## src/rtl/pid_coef_pkg.sv

```systemverilog
// Shared constants and types for the PID coefficient loader.
// COEF_W here is the default width; the modules carry their own override.
package pid_coef_pkg;
  localparam int COEF_W   = 35;
  localparam int DATA_W   = 48;
  localparam int NUM_COEF = 6;

  localparam logic [3:0] OP_WRITE  = 4'h1;
  localparam logic [3:0] OP_COMMIT = 4'h2;
  localparam logic [3:0] OP_CLRERR = 4'h3;
  localparam logic [3:0] OP_OFF    = 4'h4;

  localparam logic [2:0] IDX_A1_PD = 3'd0;
  localparam logic [2:0] IDX_B0_PD = 3'd1;
  localparam logic [2:0] IDX_B1_PD = 3'd2;
  localparam logic [2:0] IDX_A1_PI = 3'd3;
  localparam logic [2:0] IDX_B0_PI = 3'd4;
  localparam logic [2:0] IDX_B1_PI = 3'd5;

  typedef enum logic [2:0] {
    S_IDLE, S_D0, S_D1, S_D2, S_APPLY, S_COMMIT
  } state_t;
endpackage

```

## src/rtl/pid_coef_bank.sv

```systemverilog
// Shadow/active coefficient storage: frames land in shadow, commit copies
// all six to active on one edge so the filters never see a mixed set.
module pid_coef_bank import pid_coef_pkg::*; #(
  parameter int COEF_W = pid_coef_pkg::COEF_W
) (
  input  logic                             clk_in,
  input  logic                             rst_n_in,
  input  logic                             we,
  input  logic [2:0]                       idx,
  input  logic [COEF_W-1:0]                wval,
  input  logic                             commit,
  output logic [NUM_COEF-1:0][COEF_W-1:0]  active
);
  logic [NUM_COEF-1:0][COEF_W-1:0] shadow;

  always_ff @(posedge clk_in or negedge rst_n_in) begin
    if (!rst_n_in) begin
      shadow <= '0;
      active <= '0;
    end else begin
      for (int i = 0; i < NUM_COEF; i++) begin
        if (we && idx == 3'(i)) shadow[i] <= wval;
        if (commit)             active[i] <= shadow[i];
      end
    end
  end
endmodule

```

## src/rtl/pid_coef_loader.sv

```systemverilog
// Host word-stream decoder loading six signed PID coefficients through a
// shadow bank, with commit, servo enable, timeout and sticky error.
module pid_coef_loader import pid_coef_pkg::*; #(
  parameter int COEF_W  = pid_coef_pkg::COEF_W,
  parameter int TIMEOUT = 1023
) (
  input  logic              clk_in,
  input  logic              rst_n_in,
  input  logic [15:0]       wr_data_in,
  input  logic              wr_valid_in,
  output logic              wr_ready_out,
  output logic [COEF_W-1:0] a1_PD_out,
  output logic [COEF_W-1:0] b0_PD_out,
  output logic [COEF_W-1:0] b1_PD_out,
  output logic [COEF_W-1:0] a1_PI_out,
  output logic [COEF_W-1:0] b0_PI_out,
  output logic [COEF_W-1:0] b1_PI_out,
  output logic              on_out,
  output logic              update_out,
  output logic              err_out
);
  localparam int CNT_W = $clog2(TIMEOUT + 1);

  state_t                          state;
  logic [CNT_W-1:0]                idle_cnt;
  logic [2:0]                      idx_q;
  logic [DATA_W-1:0]               data_q;
  logic [NUM_COEF-1:0][COEF_W-1:0] active;

  logic              xfer, hdr, in_frame, tmo, fits, idx_ok, op_known;
  logic              err_set, err_clr, bank_we, bank_commit;
  logic [3:0]        op;
  logic [DATA_W-COEF_W:0] upper;
  logic              unused_hdr;

  assign xfer        = wr_valid_in & wr_ready_out;
  assign op          = wr_data_in[15:12];
  assign unused_hdr  = ^wr_data_in[11:3];
  assign hdr         = (state == S_IDLE) & xfer;
  assign op_known    = op inside {OP_WRITE, OP_COMMIT, OP_CLRERR, OP_OFF};
  assign in_frame    = state inside {S_D0, S_D1, S_D2};
  assign tmo         = in_frame & ~xfer & (idle_cnt == CNT_W'(TIMEOUT - 1));

  // Value fits COEF_W signed bits when everything from the target sign bit up is a copy of it
  assign upper       = data_q[DATA_W-1:COEF_W-1];
  assign fits        = (&upper) | ~(|upper);
  assign idx_ok      = idx_q <= IDX_B1_PI;

  assign err_set     = (hdr & ~op_known) | tmo | ((state == S_APPLY) & ~(fits & idx_ok));
  assign err_clr     = hdr & (op == OP_CLRERR);
  assign bank_we     = (state == S_APPLY) & fits & idx_ok;
  assign bank_commit = (state == S_COMMIT);

  always_ff @(posedge clk_in or negedge rst_n_in) begin
    if (!rst_n_in) begin
      state        <= S_IDLE;
      wr_ready_out <= 1'b0;
      idle_cnt     <= '0;
      idx_q        <= '0;
      data_q       <= '0;
      on_out       <= 1'b0;
      update_out   <= 1'b0;
      err_out      <= 1'b0;
    end else begin
      wr_ready_out <= 1'b1;
      update_out   <= (state == S_COMMIT);
      if (err_set)      err_out <= 1'b1;
      else if (err_clr) err_out <= 1'b0;

      unique case (state)
        S_IDLE: begin
          if (xfer) begin
            case (op)
              OP_WRITE: begin
                state    <= S_D0;
                idx_q    <= wr_data_in[2:0];
                idle_cnt <= '0;
              end
              OP_COMMIT: begin
                state        <= S_COMMIT;
                wr_ready_out <= 1'b0;
              end
              OP_OFF:  on_out <= 1'b0;
              default: ;
            endcase
          end
        end
        S_D0, S_D1, S_D2: begin
          if (xfer) begin
            data_q   <= {data_q[DATA_W-17:0], wr_data_in};
            idle_cnt <= '0;
            if (state == S_D0)      state <= S_D1;
            else if (state == S_D1) state <= S_D2;
            else begin
              state        <= S_APPLY;
              wr_ready_out <= 1'b0;
            end
          end else if (tmo) begin
            state    <= S_IDLE;
            idle_cnt <= '0;
          end else begin
            idle_cnt <= idle_cnt + 1'b1;
          end
        end
        S_APPLY:  state <= S_IDLE;
        S_COMMIT: begin
          state  <= S_IDLE;
          on_out <= 1'b1;
        end
        default:  state <= S_IDLE;
      endcase
    end
  end

  pid_coef_bank #(.COEF_W(COEF_W)) u_bank (
    .clk_in   (clk_in),
    .rst_n_in (rst_n_in),
    .we       (bank_we),
    .idx      (idx_q),
    .wval     (data_q[COEF_W-1:0]),
    .commit   (bank_commit),
    .active   (active)
  );

  assign a1_PD_out = active[IDX_A1_PD];
  assign b0_PD_out = active[IDX_B0_PD];
  assign b1_PD_out = active[IDX_B1_PD];
  assign a1_PI_out = active[IDX_A1_PI];
  assign b0_PI_out = active[IDX_B0_PI];
  assign b1_PI_out = active[IDX_B1_PI];
endmodule

```

## config.mk

```make
export PLATFORM = sky130hd
export DESIGN_NAME = pid_coef_loader
export DESIGN_NICKNAME = d
export VERILOG_FILES = /design/src/rtl/pid_coef_pkg.sv /design/src/rtl/pid_coef_bank.sv /design/src/rtl/pid_coef_loader.sv
export SDC_FILE = /design/constraint.sdc
export NUM_CORES = 1
export LEC_CHECK = 0
export BUFFER_PORTS_ARGS = -buffer_cell sky130_fd_sc_hd__buf_4
export CORE_ASPECT_RATIO = 1.1
export CORE_UTILIZATION = 45
export CTS_CLUSTER_DIAMETER = 50
export DETAILED_ROUTE_END_ITERATION = 16
export HOLD_SLACK_MARGIN = 0.15
export SKIP_LAST_GASP = 1
export SLEW_MARGIN = 30
export SYNTH_ARGS = -nofsm -noshare
export SYNTH_HDL_FRONTEND = slang
export SYNTH_SLANG_ARGS = --single-unit
```

## constraint.sdc

```tcl
create_clock -name clk_in -period 3.4 [get_ports clk_in]
set_input_delay 0.34 -clock clk_in [delete_from_list [all_inputs] [get_ports clk_in]]
set_output_delay 0.34 -clock clk_in [all_outputs]
set_load 0.05 [all_outputs]
```

-- Word-level counts from Yosys, hierarchy flattened
Index checks and enable logic that the tools add are counted.
- bits in registers: 488
- bits of input ports: 19
- output and inout port bits: 214
- word-level logic and storage cells: 103
- $add $sub $neg: 1
- magnitude comparators: 1
- equality and inequality tests: 20
- mux-type cells: 23
- bitwise logic cells: 17
- reduce and logical (&&, ||, !) cells: 21
- operator list (cell ; number):
    two-way mux 10 bit ; 4
    one-hot mux 10 bit (2 select lines) ; 1
    two-way mux 3 bit ; 5
    AND reduction 14 bit ; 1
    OR reduction 14 bit ; 1
    equality test 3 x 2 -> 1 bit, second input constant ; 4
    equality test 3 bit, second input constant ; 4
    one-hot mux 3 bit (2 select lines) ; 2
    AND reduction 3 bit ; 4
    adder 10 x 1 -> 10 bit, second input constant ; 1
    AND 1 bit ; 10
    equality test 10 bit, second input constant ; 1
    two-way mux 1 bit ; 9
    equality test 4 x 2 -> 1 bit, second input constant ; 2
    equality test 3 x 1 -> 1 bit, second input constant ; 2
    logical AND 1 bit ; 6
    logical NOT 3 bit ; 2
    nonzero test 2 bit ; 3
    equality test 4 x 1 -> 1 bit, second input constant ; 1
    equality test 4 x 3 -> 1 bit, second input constant ; 1
    != test 2 x 1 -> 1 bit, second input constant ; 2
    NOT 1 bit ; 4
    one-hot mux 1 bit (2 select lines) ; 2
    nonzero test 4 bit ; 1
    8 further kinds ; 10

-- Logic depth before layout (Yosys ltp)
- depth after elaboration: 8
- gate-level depth with buffers: 9
- depth with buffers taken out: 6

-- By module
From an unflattened synthesis, not the netlist that was laid out.
- cells, all modules: 1116
- area total of the unflattened synthesis: 18552.8 um^2
- by module, submodules not included (module ; instances ; cells each ; area an instance (um^2) ; sequential area each (um^2)):
    pid_coef_bank ; 1 ; 891 ; 15597.5 ; 10510.1
    pid_coef_loader ; 1 ; 225 ; 2955.3 ; 1701.6

-- Worst setup path before layout
OpenSTA, ideal clock, no wires.
- path type: reg2reg
- from: reg wr_ready_out
- to: reg data_q[21]
- arrival: 2072 ps
- data required time: 3275 ps
- setup slack: 1203 ps
- cell stages (with the launch flop): 6
- path buffers: 2
- clock period less this slack: 2197 ps
- cell sequence: dfrtp_1 -> nand2_1 -> nor3_1 -> clkbuf_1 -> buf_2 -> mux2_2
- cells in the longest elaborated chain, start to end: 2
- ends and longest elaborated chain (element ; RTL line ; text):
    start: declaration ; pid_coef_loader.sv:11 ; output logic wr_ready_out,
    start signal: assignment ; pid_coef_loader.sv:57 ; wr_ready_out <= 1'b0;
    start signal: assignment ; pid_coef_loader.sv:65 ; wr_ready_out <= 1'b1;
    start signal: assignment ; pid_coef_loader.sv:81 ; wr_ready_out <= 1'b0;
    AND 1 bit ; pid_coef_loader.sv:36 ; assign xfer = wr_valid_in & wr_ready_out;
    AND reduction 2 bit (no source line) ; -- ;
    end signal: assignment ; pid_coef_loader.sv:90 ; data_q <= {data_q[DATA_W-17:0], wr_data_in};
    end: declaration ; pid_coef_loader.sv:27 ; logic [DATA_W-1:0] data_q;
No other way between the ends.
A chain may end at the register's enable or synchronous reset.

-- Worst setup path in the final report
- from: reg data_q[34]
- to: reg u_bank.shadow[158] (netlist name)
- cells in the longest elaborated chain, start to end: 6
- elaborated cells between the ends (all ways): 7
- those cells by class: 4 x bitwise; 3 x reduce/logical
- ends and longest elaborated chain (element ; RTL line ; text):
    OR reduction 14 bit ; pid_coef_loader.sv:46 ; assign fits = (&upper) | ~(|upper);
    NOT 1 bit ; pid_coef_loader.sv:46 ;
    OR 1 bit (*) ; pid_coef_loader.sv:46 ;
    AND 1 bit (*) (2 in a row) ; pid_coef_loader.sv:51 ; assign bank_we = (state == S_APPLY) & fits & idx_ok;
    logical AND 1 bit (*) ; pid_coef_bank.sv:22 ; if (we && idx == 3'(i)) shadow[i] <= wval;
    end signal: indexed assignment ; pid_coef_bank.sv:22 ;
    end: declaration ; pid_coef_bank.sv:14 ; logic [NUM_COEF-1:0][COEF_W-1:0] shadow;
Mark *: on every way between the ends. The rest lies on a longest branch, timed or not.

==> implementation parameters <==
Parameter                              Value

Power and ir drop
  Total Power Consumption    14.16 mW
  Leakage power summed over all cells    12.51 nW
  Switching power of the nets    between 4 and 5 mW
  Fraction of power consumed by sequential logic    0.513
  Worst voltage drop across the vdd grid    approximately 430 uV
  Share of power burned in the clock network    0.385
  Combinational share of power    0.101
  Cell Pwr Density    615.8 mW/mm^2
  Net Sw Frac    0.2834
  Internal Power    10.15 mW

Global route
  Number of antenna violations at the first check in global routing    0
  Largest net degree at the start of global routing    211
  First-pass GRT wire length    71140 um
  Vias in the first global route    12.29k
  Met3 usage in global routing    0.04451
  Met2 usage    0.3441
  GR peak layer    met2
  Met1 routing resource usage after global routing    0.3024
  Gr ovfl total    0
  Global router's overall resource usage    0.2153

Yosys
  Count of state elements after synthesis    488
  Yosys Warn Count    0
  Part of the Yosys area used for sequential elements    0.6488
  Area fraction of the dominant cell type after synthesis    0.6488
  Top post-synthesis cells by area    dfrtp_1 65%, mux2_2 14%, nand2_1 13%
  Library cell with the largest summed area after synthesis    dfrtp_1
  Number of flops mapped to enable cells by yosys    0
  Asr flop ratio synth    1.000
  Syn_nets    1591
  Number of different library cells in the post-synthesis netlist    46
  Avg Cell Area, Syn    11.99 um^2
  Most used flip-flop cell after synthesis    dfrtp_1
  Post-Syn Instances    about 1.6k
  Post-synthesis instance area    0.01882 mm^2

Layout
  Share of layout cells above drive strength 1    0.3283
  Leading cell type in the layout, fill and taps excluded    nand2_1
  Number of standard cells in the final layout excluding fillers    2415
  Commonest cells after routing, fill and taps aside    642 x nand2_1, 488 x dfrtp_1, 243 x buf_4
  Ant. Diodes    0
  Layout net count    1838
  Area overhead of the layout relative to synthesis    22.18%
  Number of fill cells in the layout    about 3.6k

Critical path
  Worst EP arrival    3.16 ns
  Biggest cell delay along the critical path    0.69 ns
  Worst Path Max Fanout    22
  Slack of the worst reg-to-reg path    slightly below 0.7 ns
  Critical Path Slowest Stage Cell    and4_1
  Worst setup path endpoint    u_bank.shadow[158]
  Worst setup path startpoint    data_q[34]
  Crit start category    flip-flop
  Reg2reg end    u_bank.shadow[158]
  Category of the worst setup path capture point    flip-flop
  Critical path required time    3.84 ns
  Cell chain of the critical path    nor4_1 > and4_1 > o2111ai_4 > buf_12 > mux2_4
  Type of the setup path with the least slack    flip-flop to flip-flop
  Depth of the worst register-to-register path    5
  Gate family responsible for the most delay along the worst path    simple AND/OR/NAND/NOR gates
  CP Depth    5
  Number of buffer and inverter stages on the critical path    1
  Reg-to-reg critical path startpoint    data_q[34]

Timing
  Portion of the clock cycle consumed by the worst path in the final layout    0.8015
  Final-report max-slew violation count    0
  Unrepaired setup endpoints after global routing    no
  Actual slew at the worst max-slew pin    approximately 0.98 ns
  Final setup violating endpoints    0
  Setup TNS Final    0 ns
  Worst Skew    ~0.028 ns
  Hold violation count in the final report    0
  Maximum operating frequency    367.0 MHz
  Post-layout min period    2.725 ns
  Max-Slew Margin vs Limit    0.3475

Clock network
  H-tree depth    2
  Clock root buffer master    clkbuf_16
  Post CTS Setup Buffer Count    0
  CTS tree    yes
  TritonCTS Sinks    488
  CTS buffer count    49
  Max clock buf depth    3
  Clock transition at the registers of the reported paths    around 0.06 ns
  Worst-skew pair later-pin latency    0.58 ns

Floorplan
  Die Outline Area    between 0.04 and 0.05 mm^2
  Boundary pin count    233
  Number of rows created at floorplan    78
  Initial core utilization    0.4559
  CORE AREA    0.04128 mm^2
  Die X-Extent    about 200 um
  Height of the chip    216.5 um

Min path
  Class of the tightest hold or removal check    input pin to flip-flop

Place
  Port buffer count    between 200 and 250
  Instance count after placement with tap cells included    2309
  Routability Congestion    0.7578
  DP HPWL    28490 um

Flow run
  Max-capacitance violation count    0

Drt
  Routed wire length per instance    between 15 and 20 um
  Vias post-DR    12.10k
  Number of detailed-route iterations in the first pass    5
  Antenna Violating Nets Remaining    0
  Violation count after the first detailed-route iteration    ~640
  Total Routed Length    between 40000 and 50000 um
  DRC violation count after routing    0
  Detailed-route vias per instance    5.010

Status
  Run status    finished, final reports clean
## stage by stage
stage | hold WS, ns | area (um^2) | utilization | worst slack [ns]
2_1_floorplan | 0.04441 | 18820 | - | 1.203
3_3_place_gp | 0.4423 | 21180 | 0.5132 | 0.6770
3_5_place_dp | 0.4458 | 21180 | 0.5132 | 0.6641
4_1_cts | 0.2615 | 23000 | 0.5571 | 0.6416
5_1_grt | 0.2978 | 23000 | 0.5571 | 0.5497
6_report | 0.2941 | 23000 | 0.5571 | 0.6751
## flip-flops by register name (all words and copies together) (netlist names)
name           count
u_bank.active    210
idx_q              3
update_out         1
u_bank.shadow    210
state              3
data_q            48
idle_cnt          10
on_out             1
err_out            1
wr_ready_out       1
## cell type report
cell class,instances,area (um^2),area share
clock inverter,17,177.7,0.007726
sequential,488,12210,0.5310
clock buffer,72,1465,0.06371
multi-input combinational,998,6177,0.2686
tap,560,700.7,0.03047
timing repair buffer,272,2230,0.09695
inverter,8,35.03,0.001523
## cell families (layout without fill, tap and decap cells)
kind of cell / after synthesis / count (layout) / synth area share
and+or+nand+nor: 696 / 696 / 0.1466
adders and majority gates: 2 / 2 / 0.001329
AOI/OAI and AO/OA: 37 / 37 / 0.01695
muxes: 261 / 261 / 0.1607
DFF: 488 / 488 / 0.6488
buffers and inverters: 84 / 369 / 0.02460
xor gates and xnor gates: 2 / 2 / 0.0009308
## synthesized netlist by cell type, types with 2 or more instances
cell type  instances
and2_1             2
nor2_1             9
o2111ai_4          3
nand3b_1           4
buf_6             19
inv_1              7
nand4_1            3
nor3_1             4
o221ai_1           2
a21oi_1            3
nor4_1             7
and3_1             4
ha_1               2
o211ai_1           2
dfrtp_1          488
o21ai_0            2
nand3_1            8
mux2_4            23
clkbuf_1          53
mux2_2           238
o21ai_2            3
or3_1              2
nand4b_1           2
nand2_1          642
o21ba_2            2
buf_2              4
a31oi_1           13
## repair_timing
item / in CTS / in global routing
gates resized for setup: 0 / 0
hold endpoints to repair: 107 / 0
hold buffers: 17 / 0
## metal layers
| layer | up-vias | share of wire |
|---|---|---|
| met5 | - | 0 |
| met4 | 0 | 0.017 |
| met3 | 57 | 0.047 |
| met2 | 228 | 0.48 |
| met1 | 6184 | 0.46 |
| li1 | 5629 | - |
## power by group through the flow
stage	logic [mW]	registers (mW)	clock network [mW]
2_1_floorplan	0.910	6.96	0
3_3_place_gp	1.40	7.37	0
3_5_place_dp	1.43	7.40	0
4_1_cts	1.45	7.29	5.57
5_1_grt	1.57	7.36	5.82
6_report	1.44	7.27	5.45
## worst reg2reg max path, cell delays in order (launching register included)
cell and delay, ns:
dfrtp_1 0.49, nor4_1 0.37, and4_1 0.69, o2111ai_4 0.41
buf_12 0.32, mux2_4 0.32
## worst min-delay path by stage
| stage | from | depth (start not counted) | endpoint | slack, ns |
|---|---|---|---|---|
| 6_report | wr_valid_in | 3 | state[2] | 0.29 |
| 5_1_grt | wr_valid_in | 3 | state[2] | 0.30 |
| 4_1_cts | wr_valid_in | 3 | state[2] | 0.26 |
| 3_5_place_dp | rst_n_in | 1 | u_bank.active[61] | 0.45 |
| 3_3_place_gp | rst_n_in | 1 | u_bank.active[61] | 0.44 |
| 2_1_floorplan | rst_n_in | 0 | data_q[0] | 0.04 |
No activity file was read; power rests on OpenSTA's default activity.
